## config.mk

```make
export PLATFORM = sky130hd
export DESIGN_NAME = mips_debug_ctrl
export DESIGN_NICKNAME = d
export VERILOG_FILES = /design/src/rtl/mips_debug_ctrl_pkg.sv /design/src/rtl/mips_debug_ctrl_trace_fifo.sv /design/src/rtl/mips_debug_ctrl.sv
export SDC_FILE = /design/constraint.sdc
export NUM_CORES = 1
export LEC_CHECK = 0
export CELL_PAD_IN_SITES_DETAIL_PLACEMENT = 0
export CELL_PAD_IN_SITES_GLOBAL_PLACEMENT = 1
export CORE_MARGIN = 8
export CORE_UTILIZATION = 55
export DETAILED_ROUTE_END_ITERATION = 7
export GPL_ROUTABILITY_DRIVEN = 0
export PLACE_DENSITY = 0.92
export SLEW_MARGIN = 20
export SYNTH_ARGS = -nofsm -noshare
export SYNTH_HDL_FRONTEND = slang
export SYNTH_SLANG_ARGS = --single-unit
```

## constraint.sdc

```tcl
create_clock -name clock -period 22.7 [get_ports clock]
set_input_delay 4.54 -clock clock [delete_from_list [all_inputs] [get_ports clock]]
set_output_delay 4.54 -clock clock [all_outputs]
set_load 0.01 [all_outputs]
```

## src/rtl/mips_debug_ctrl_pkg.sv

```systemverilog
// Shared encodings for the MIPS debug controller: FSM state, host command opcodes,
// halt causes, and a constant-foldable clog2 used for port widths.
package mips_debug_ctrl_pkg;

  typedef enum logic [1:0] {
    ST_HALTED = 2'b00,
    ST_RUN    = 2'b01,
    ST_STEP   = 2'b10
  } state_e;

  typedef enum logic [1:0] {
    OP_HALT  = 2'b00,
    OP_RUN   = 2'b01,
    OP_STEP  = 2'b10,
    OP_CLEAR = 2'b11
  } cmd_op_e;

  typedef enum logic [1:0] {
    HC_NONE      = 2'b00,
    HC_CMD       = 2'b01,
    HC_BP        = 2'b10,
    HC_STEP_DONE = 2'b11
  } halt_cause_e;

  function automatic int clog2(input int value);
    int r;
    r = 0;
    for (int v = value - 1; v > 0; v = v >> 1) r++;
    return r;
  endfunction

endpackage

```

## src/rtl/mips_debug_ctrl_trace_fifo.sv

```systemverilog
// Show-ahead circular trace buffer. When full, a push without a pop either evicts
// the oldest entry (WRAP!=0) or is discarded (WRAP==0); both set the sticky overflow.
module mips_trace_fifo
  import mips_debug_ctrl_pkg::*;
#(
  parameter int DEPTH = 16,
  parameter int W     = 64,
  parameter int WRAP  = 1
) (
  input  logic                  clock,
  input  logic                  reset,
  input  logic                  flush,
  input  logic                  push,
  input  logic [W-1:0]          push_data,
  input  logic                  pop,
  output logic [W-1:0]          rd_data,
  output logic [clog2(DEPTH):0] count,
  output logic                  overflow
);

  localparam int AW = clog2(DEPTH);
  localparam int CW = AW + 1;

  logic [W-1:0]  mem [DEPTH];
  logic [AW-1:0] wr_ptr, rd_ptr;
  logic          full, empty, do_pop, full_push, do_write, drop_oldest;

  assign full        = (count == CW'(DEPTH));
  assign empty       = (count == '0);
  assign do_pop      = pop & ~empty;
  // A simultaneous pop frees a slot, so only a pop-less push into a full buffer loses data.
  assign full_push   = push & full & ~do_pop;
  assign do_write    = push & (~full_push | (WRAP != 0));
  assign drop_oldest = full_push & (WRAP != 0);
  assign rd_data     = mem[rd_ptr];

  // NOTE: sequential state uses non-blocking assignments so every flop samples pre-edge values.
  always_ff @(posedge clock or posedge reset) begin
    if (reset) begin
      wr_ptr   <= '0;
      rd_ptr   <= '0;
      count    <= '0;
      overflow <= 1'b0;
    end else if (flush) begin
      wr_ptr   <= '0;
      rd_ptr   <= '0;
      count    <= '0;
      overflow <= 1'b0;
    end else begin
      if (do_write) wr_ptr <= wr_ptr + 1'b1;
      if (do_pop | drop_oldest) rd_ptr <= rd_ptr + 1'b1;
      count <= count + CW'(do_write & ~drop_oldest) - CW'(do_pop);
      if (full_push) overflow <= 1'b1;
    end
  end

  // NOTE: storage has no reset; validity is tracked by count, so stale words are never observed.
  always_ff @(posedge clock) begin
    if (do_write && !flush) mem[wr_ptr] <= push_data;
  end

endmodule

```

## src/rtl/mips_debug_ctrl.sv

```systemverilog
// Run/step/breakpoint controller for the single-cycle MIPS core: gates the core clock
// enable, counts executed cycles and records a {pc, instr} trace per executed cycle.
module mips_debug_ctrl
  import mips_debug_ctrl_pkg::*;
#(
  parameter int DATA_W      = 32,
  parameter int NUM_BP      = 2,
  parameter int TRACE_DEPTH = 16,
  parameter int TRACE_WRAP  = 1,
  parameter int CYC_W       = 32
) (
  input  logic                        clock,
  input  logic                        reset,
  input  logic                        cmd_valid,
  input  logic [1:0]                  cmd_op,
  input  logic [CYC_W-1:0]            cmd_arg,
  output logic                        cmd_ready,
  input  logic [NUM_BP-1:0]           bp_en,
  input  logic [NUM_BP*DATA_W-1:0]    bp_addr,
  input  logic [DATA_W-1:0]           cpu_pc,
  input  logic [DATA_W-1:0]           cpu_instr,
  output logic                        cpu_clk_en,
  output logic [1:0]                  state,
  output logic [1:0]                  halt_cause,
  output logic [2:0]                  bp_idx,
  output logic [CYC_W-1:0]            cycle_count,
  input  logic                        tr_rd_en,
  output logic [2*DATA_W-1:0]         tr_rd_data,
  output logic [clog2(TRACE_DEPTH):0] tr_count,
  output logic                        tr_empty,
  output logic                        tr_overflow
);

  state_e             state_q, state_d;
  halt_cause_e        cause_q, cause_d;
  logic [2:0]         bp_idx_q, bp_idx_d;
  logic [CYC_W-1:0]   step_q, step_d;
  logic [CYC_W-1:0]   cycle_q;
  logic               first_q, first_d;
  logic               clk_en, clear, bp_hit, halt_req, fire;
  logic [2:0]         hit_idx;
  cmd_op_e            op;

  assign op        = cmd_op_e'(cmd_op);
  assign cmd_ready = (state_q == ST_HALTED) | (op == OP_HALT);
  assign fire      = cmd_valid & cmd_ready;
  assign halt_req  = fire & (op == OP_HALT);

  // Scan from the top so the lowest matching comparator is the one left standing.
  always_comb begin
    bp_hit  = 1'b0;
    hit_idx = '0;
    for (int i = NUM_BP - 1; i >= 0; i--) begin
      if (bp_en[i] && (cpu_pc == bp_addr[i*DATA_W +: DATA_W])) begin
        bp_hit  = 1'b1;
        hit_idx = 3'(i);
      end
    end
  end

  // NOTE: every output of this block is given a default first, so no path can infer a latch.
  always_comb begin
    state_d  = state_q;
    cause_d  = cause_q;
    bp_idx_d = bp_idx_q;
    step_d   = step_q;
    first_d  = first_q;
    clk_en   = 1'b0;
    clear    = 1'b0;
    unique case (state_q)
      ST_HALTED: begin
        if (fire) begin
          unique case (op)
            OP_RUN: begin
              state_d = ST_RUN;
              first_d = 1'b1;
            end
            OP_STEP: begin
              state_d = ST_STEP;
              step_d  = (cmd_arg == '0) ? CYC_W'(1) : cmd_arg;
            end
            OP_CLEAR: begin
              clear   = 1'b1;
              cause_d = HC_NONE;
            end
            default: ;
          endcase
        end
      end
      ST_RUN: begin
        // first_q lets RUN leave a PC it was just halted on.
        first_d = 1'b0;
        if (halt_req) begin
          state_d = ST_HALTED;
          cause_d = HC_CMD;
        end else if (bp_hit && !first_q) begin
          state_d  = ST_HALTED;
          cause_d  = HC_BP;
          bp_idx_d = hit_idx;
        end else begin
          clk_en = 1'b1;
        end
      end
      ST_STEP: begin
        if (halt_req) begin
          state_d = ST_HALTED;
          cause_d = HC_CMD;
        end else begin
          clk_en = 1'b1;
          step_d = step_q - 1'b1;
          if (step_q == CYC_W'(1)) begin
            state_d = ST_HALTED;
            cause_d = HC_STEP_DONE;
          end
        end
      end
      default: state_d = ST_HALTED;
    endcase
  end

  always_ff @(posedge clock or posedge reset) begin
    if (reset) begin
      state_q  <= ST_HALTED;
      cause_q  <= HC_NONE;
      bp_idx_q <= '0;
      step_q   <= '0;
      first_q  <= 1'b0;
      cycle_q  <= '0;
    end else begin
      state_q  <= state_d;
      cause_q  <= cause_d;
      bp_idx_q <= bp_idx_d;
      step_q   <= step_d;
      first_q  <= first_d;
      if (clear) cycle_q <= '0;
      else if (clk_en && !(&cycle_q)) cycle_q <= cycle_q + 1'b1;
    end
  end

  mips_trace_fifo #(
    .DEPTH (TRACE_DEPTH),
    .W     (2 * DATA_W),
    .WRAP  (TRACE_WRAP)
  ) u_trace (
    .clock     (clock),
    .reset     (reset),
    .flush     (clear),
    .push      (clk_en),
    .push_data ({cpu_pc, cpu_instr}),
    .pop       (tr_rd_en),
    .rd_data   (tr_rd_data),
    .count     (tr_count),
    .overflow  (tr_overflow)
  );

  assign cpu_clk_en  = clk_en;
  assign state       = state_q;
  assign halt_cause  = cause_q;
  assign bp_idx      = bp_idx_q;
  assign cycle_count = cycle_q;
  assign tr_empty    = (tr_count == '0);

endmodule

```

==> metrics.cfg <==
[clock_tree]
cts.clk_slew.worst_paths_ps = 60
cts-buffers-inserted = 106
cts_sinks = 1108
post-cts-setup-buffers = 0
tritoncts = built
htree_levels = 3
cts_buffer_depth = 3
cts-resized-gates = 0
hold_buffers = 0
clock-root-buffer = clkbuf_16
clock_latency_ps = 680

[detailed_routing]
first_pass_iters = 6
ant_nets = 0
avgRoutedWirePerCell_um = 31.10
drt-total-wl_um = 112100
drc = 0
route.vias.total = 23400
drtIter0Drc = 2407
via_per_inst = 6.495

[critical_path]
critical_path_class = input port to primary output
cp-end-kind = primary output
path_cells = clkdlybuf4s50_1 > xnor2_1 > nand4_1 > nor4_1 > nand4_1 > a21oi_1 > or2_2 > inv_1 > clkdlybuf4s50_1
worstPathRequired_ps = 18160
worst-r2r-setup-slack_ps = 16890
r2r_end = u_trace.mem[2][61]$_DFFE_PP_
rr_startpoint = state[0]$_DFFE_PP0P_
crit_end = cpu_clk_en
worstSetupStartpoint = cpu_pc[4]
cp_slowest_cell = clkdlybuf4s50_1
reg2reg_depth = 10
path_depth = 9
cp_max_fo = 19
worstPathArrival_ps = 8500
crit_family = buffers and inverters
worst-path-buf-inv = 3
start_kind = input port
cp_slowest_stage_delay_ps = 870

[timing]
fin_crit_sh = 0.5746
setup_viol = 0
tightest_slew_ps = 1195
clock.fmax_ghz = 0.07667
relSlewSlack = 0.2035
rsz0062_at_grt = false
tns_ps = 0
period_needed_ps = 13040
hold_viol = 0
fin_worst_skew_ps = 48.61
maxSlewViolCount = 0
whs_ps = 511.6

[floorplan]
dieArea_um2 = 89830
core_area_um2 = 80160
dieWidth_um = 299.7
die_y_um = 299.7
std_cell_rows = 104
pin_count = 280
start_util = 0.5523

[global_routing]
grt_usage = 0.2460
overflow = 0
grt_pass1_vias = 24380
grt_pass1_wl_um = 162600
grt_max_degree = 108
antenna_found_initial = 9

[synthesis]
synth_flop_cell = edfxtp_1
ys_seq_area_frac = 0.7420
syn-instance-count = 2135
netlist_area_um2 = 44270
ys_seq_elements = 1108
syn_avg_cell_area_um2 = 20.74
synth_cell_types = 72
synth-async-reset-ratio = 0.07581
yosys_warnings = 0
synth_edf_count = 1024

[power]
p_leak_nw = 16.36
ir_drop_v = 0.00009035
power_mw = 5.860
p_per_area_nw_per_um2 = 112.8

[layout]
ff_latch_area_um2 = 32870
final_core_util = 0.6478
final_area_um2 = 51930
syn_to_final_growth_pct = 17.29
drive_gt1_frac = 0.2176
multi_input_area_um2 = 10960
n_fill_cell = 5196
final_common_cell = edfxtp_1
nNetsFinal = 2634
final_cell_mix = edfxtp_1 (1024), mux4_2 (320), clkdlybuf4s50_1 (277)

[placement]
place_hpwl_um = 59630
io_buffers = 277
placed_cell_area_um2 = 48330

[flow_run]
max_cap_violations = 0

[run_status]
outcome = completed

[hold_path]
hp-class = flip-flop to flip-flop

## power breakdown
part	internal, mW	switching (mW)	total, mW
sequential	2.32	0.126	2.45
clock	1.02	0.764	1.79
combinational	0.875	0.752	1.63
## layer usage
layer | up-vias | share of wire | routed length [um] | track usage
met2 | 1294 | 0.52 | 58460 | 0.4296
met4 | 12 | 0.032 | 3576 | 0.07701
met5 | - | 0.00073 | 82 | 0
met1 | 12310 | 0.36 | 40730 | 0.3118
li1 | 9562 | - | - | -
met3 | 219 | 0.082 | 9219 | 0.04883
## layout make-up
cell class	count	share of cell area
flip-flops and latches	1108	0.6329
diodes	6	0.0002891
inverters	27	0.001976
multi-input cells	887	0.2111
clock inverters	74	0.01467
repair buffers	317	0.06033
clock buffers	124	0.05320
well taps	1060	0.02554
## worst reg2reg max path: stages (launching register included)
cell      delay, ps
dfrtp_1         430
inv_1           150
ha_1            160
buf_4           460
clkinv_1        800
nor2_1          560
o21ai_1         310
or2_2           560
nor4_1          540
and2_4          670
buf_4           770
## how the worst min path moves through the flow
stage | endpoint | slack (ps) | start | cells past startpoint
2_1_floorplan | first_q$_DFFE_PP0P_ | 450 | first_q$_DFFE_PP0P_ | 2
3_3_place_gp | halt_cause[0]$_DFFE_PP0P_ | 480 | halt_cause[0]$_DFFE_PP0P_ | 1
3_5_place_dp | bp_idx[0]$_DFFE_PP0P_ | 480 | bp_idx[0]$_DFFE_PP0P_ | 1
4_1_cts | bp_idx[0]$_DFFE_PP0P_ | 510 | bp_idx[0]$_DFFE_PP0P_ | 1
5_1_grt | bp_idx[0]$_DFFE_PP0P_ | 530 | bp_idx[0]$_DFFE_PP0P_ | 1
6_report | halt_cause[0]$_DFFE_PP0P_ | 510 | halt_cause[0]$_DFFE_PP0P_ | 1
## kinds of logic after synthesis
kind of cell,count (synthesis),synth area share
AOI/OAI and AO/OA,189,0.02640
xor gates and xnor gates,72,0.01424
adders and majority gates,19,0.005539
buffers and inverters,141,0.01241
DFF,1108,0.7420
muxes,326,0.1642
other,1,0.00008470
and+or+nand+nor,279,0.03516
## stage by stage
stage | instances | setup WS, ps
4_1_cts | 3595 | 9574
2_1_floorplan | 2136 | 10180
3_3_place_gp | 3397 | 9696
6_report | 3603 | 9657
5_1_grt | 3598 | 9442
3_5_place_dp | 3397 | 9591
## registers in the layout, summed over array words and instances (netlist names)
name,cells
bp_idx,1
cycle_count,32
first_q,1
halt_cause,2
state,2
step_q,32
u_trace.count,5
u_trace.mem,1024
u_trace.overflow,1
u_trace.rd_ptr,4
u_trace.wr_ptr,4
## synthesized netlist by cell type, types with 5 or more instances
cell type	number	area, um^2
buf_1	27	101.4
nand3b_1	5	37.54
ha_1	18	225.2
nand4b_1	5	43.79
nand3_1	22	110.1
o21a_1	6	45.04
nor3_1	15	75.07
clkbuf_1	75	281.5
nand2_1	53	198.9
buf_2	9	45.04
and4_1	6	52.55
or4_1	9	67.56
a32oi_1	5	43.79
xor2_1	9	78.83
a21oi_1	63	315.3
a22oi_1	5	37.54
and3_1	8	50.05
mux4_2	320	7207
o21ai_0	49	245.2
o31ai_1	13	97.59
o22ai_1	8	50.05
a31oi_1	7	43.79
mux2i_1	5	50.05
dfrtp_1	84	2102
nand4_1	30	187.7
xnor2_1	63	551.8
nor4_1	23	143.9
inv_1	26	97.59
or3_1	14	87.58
edfxtp_1	1024	30750
nor2_1	52	195.2
and2_1	13	81.33
o22a_1	7	61.31
(Power assumes the default switching activity.)
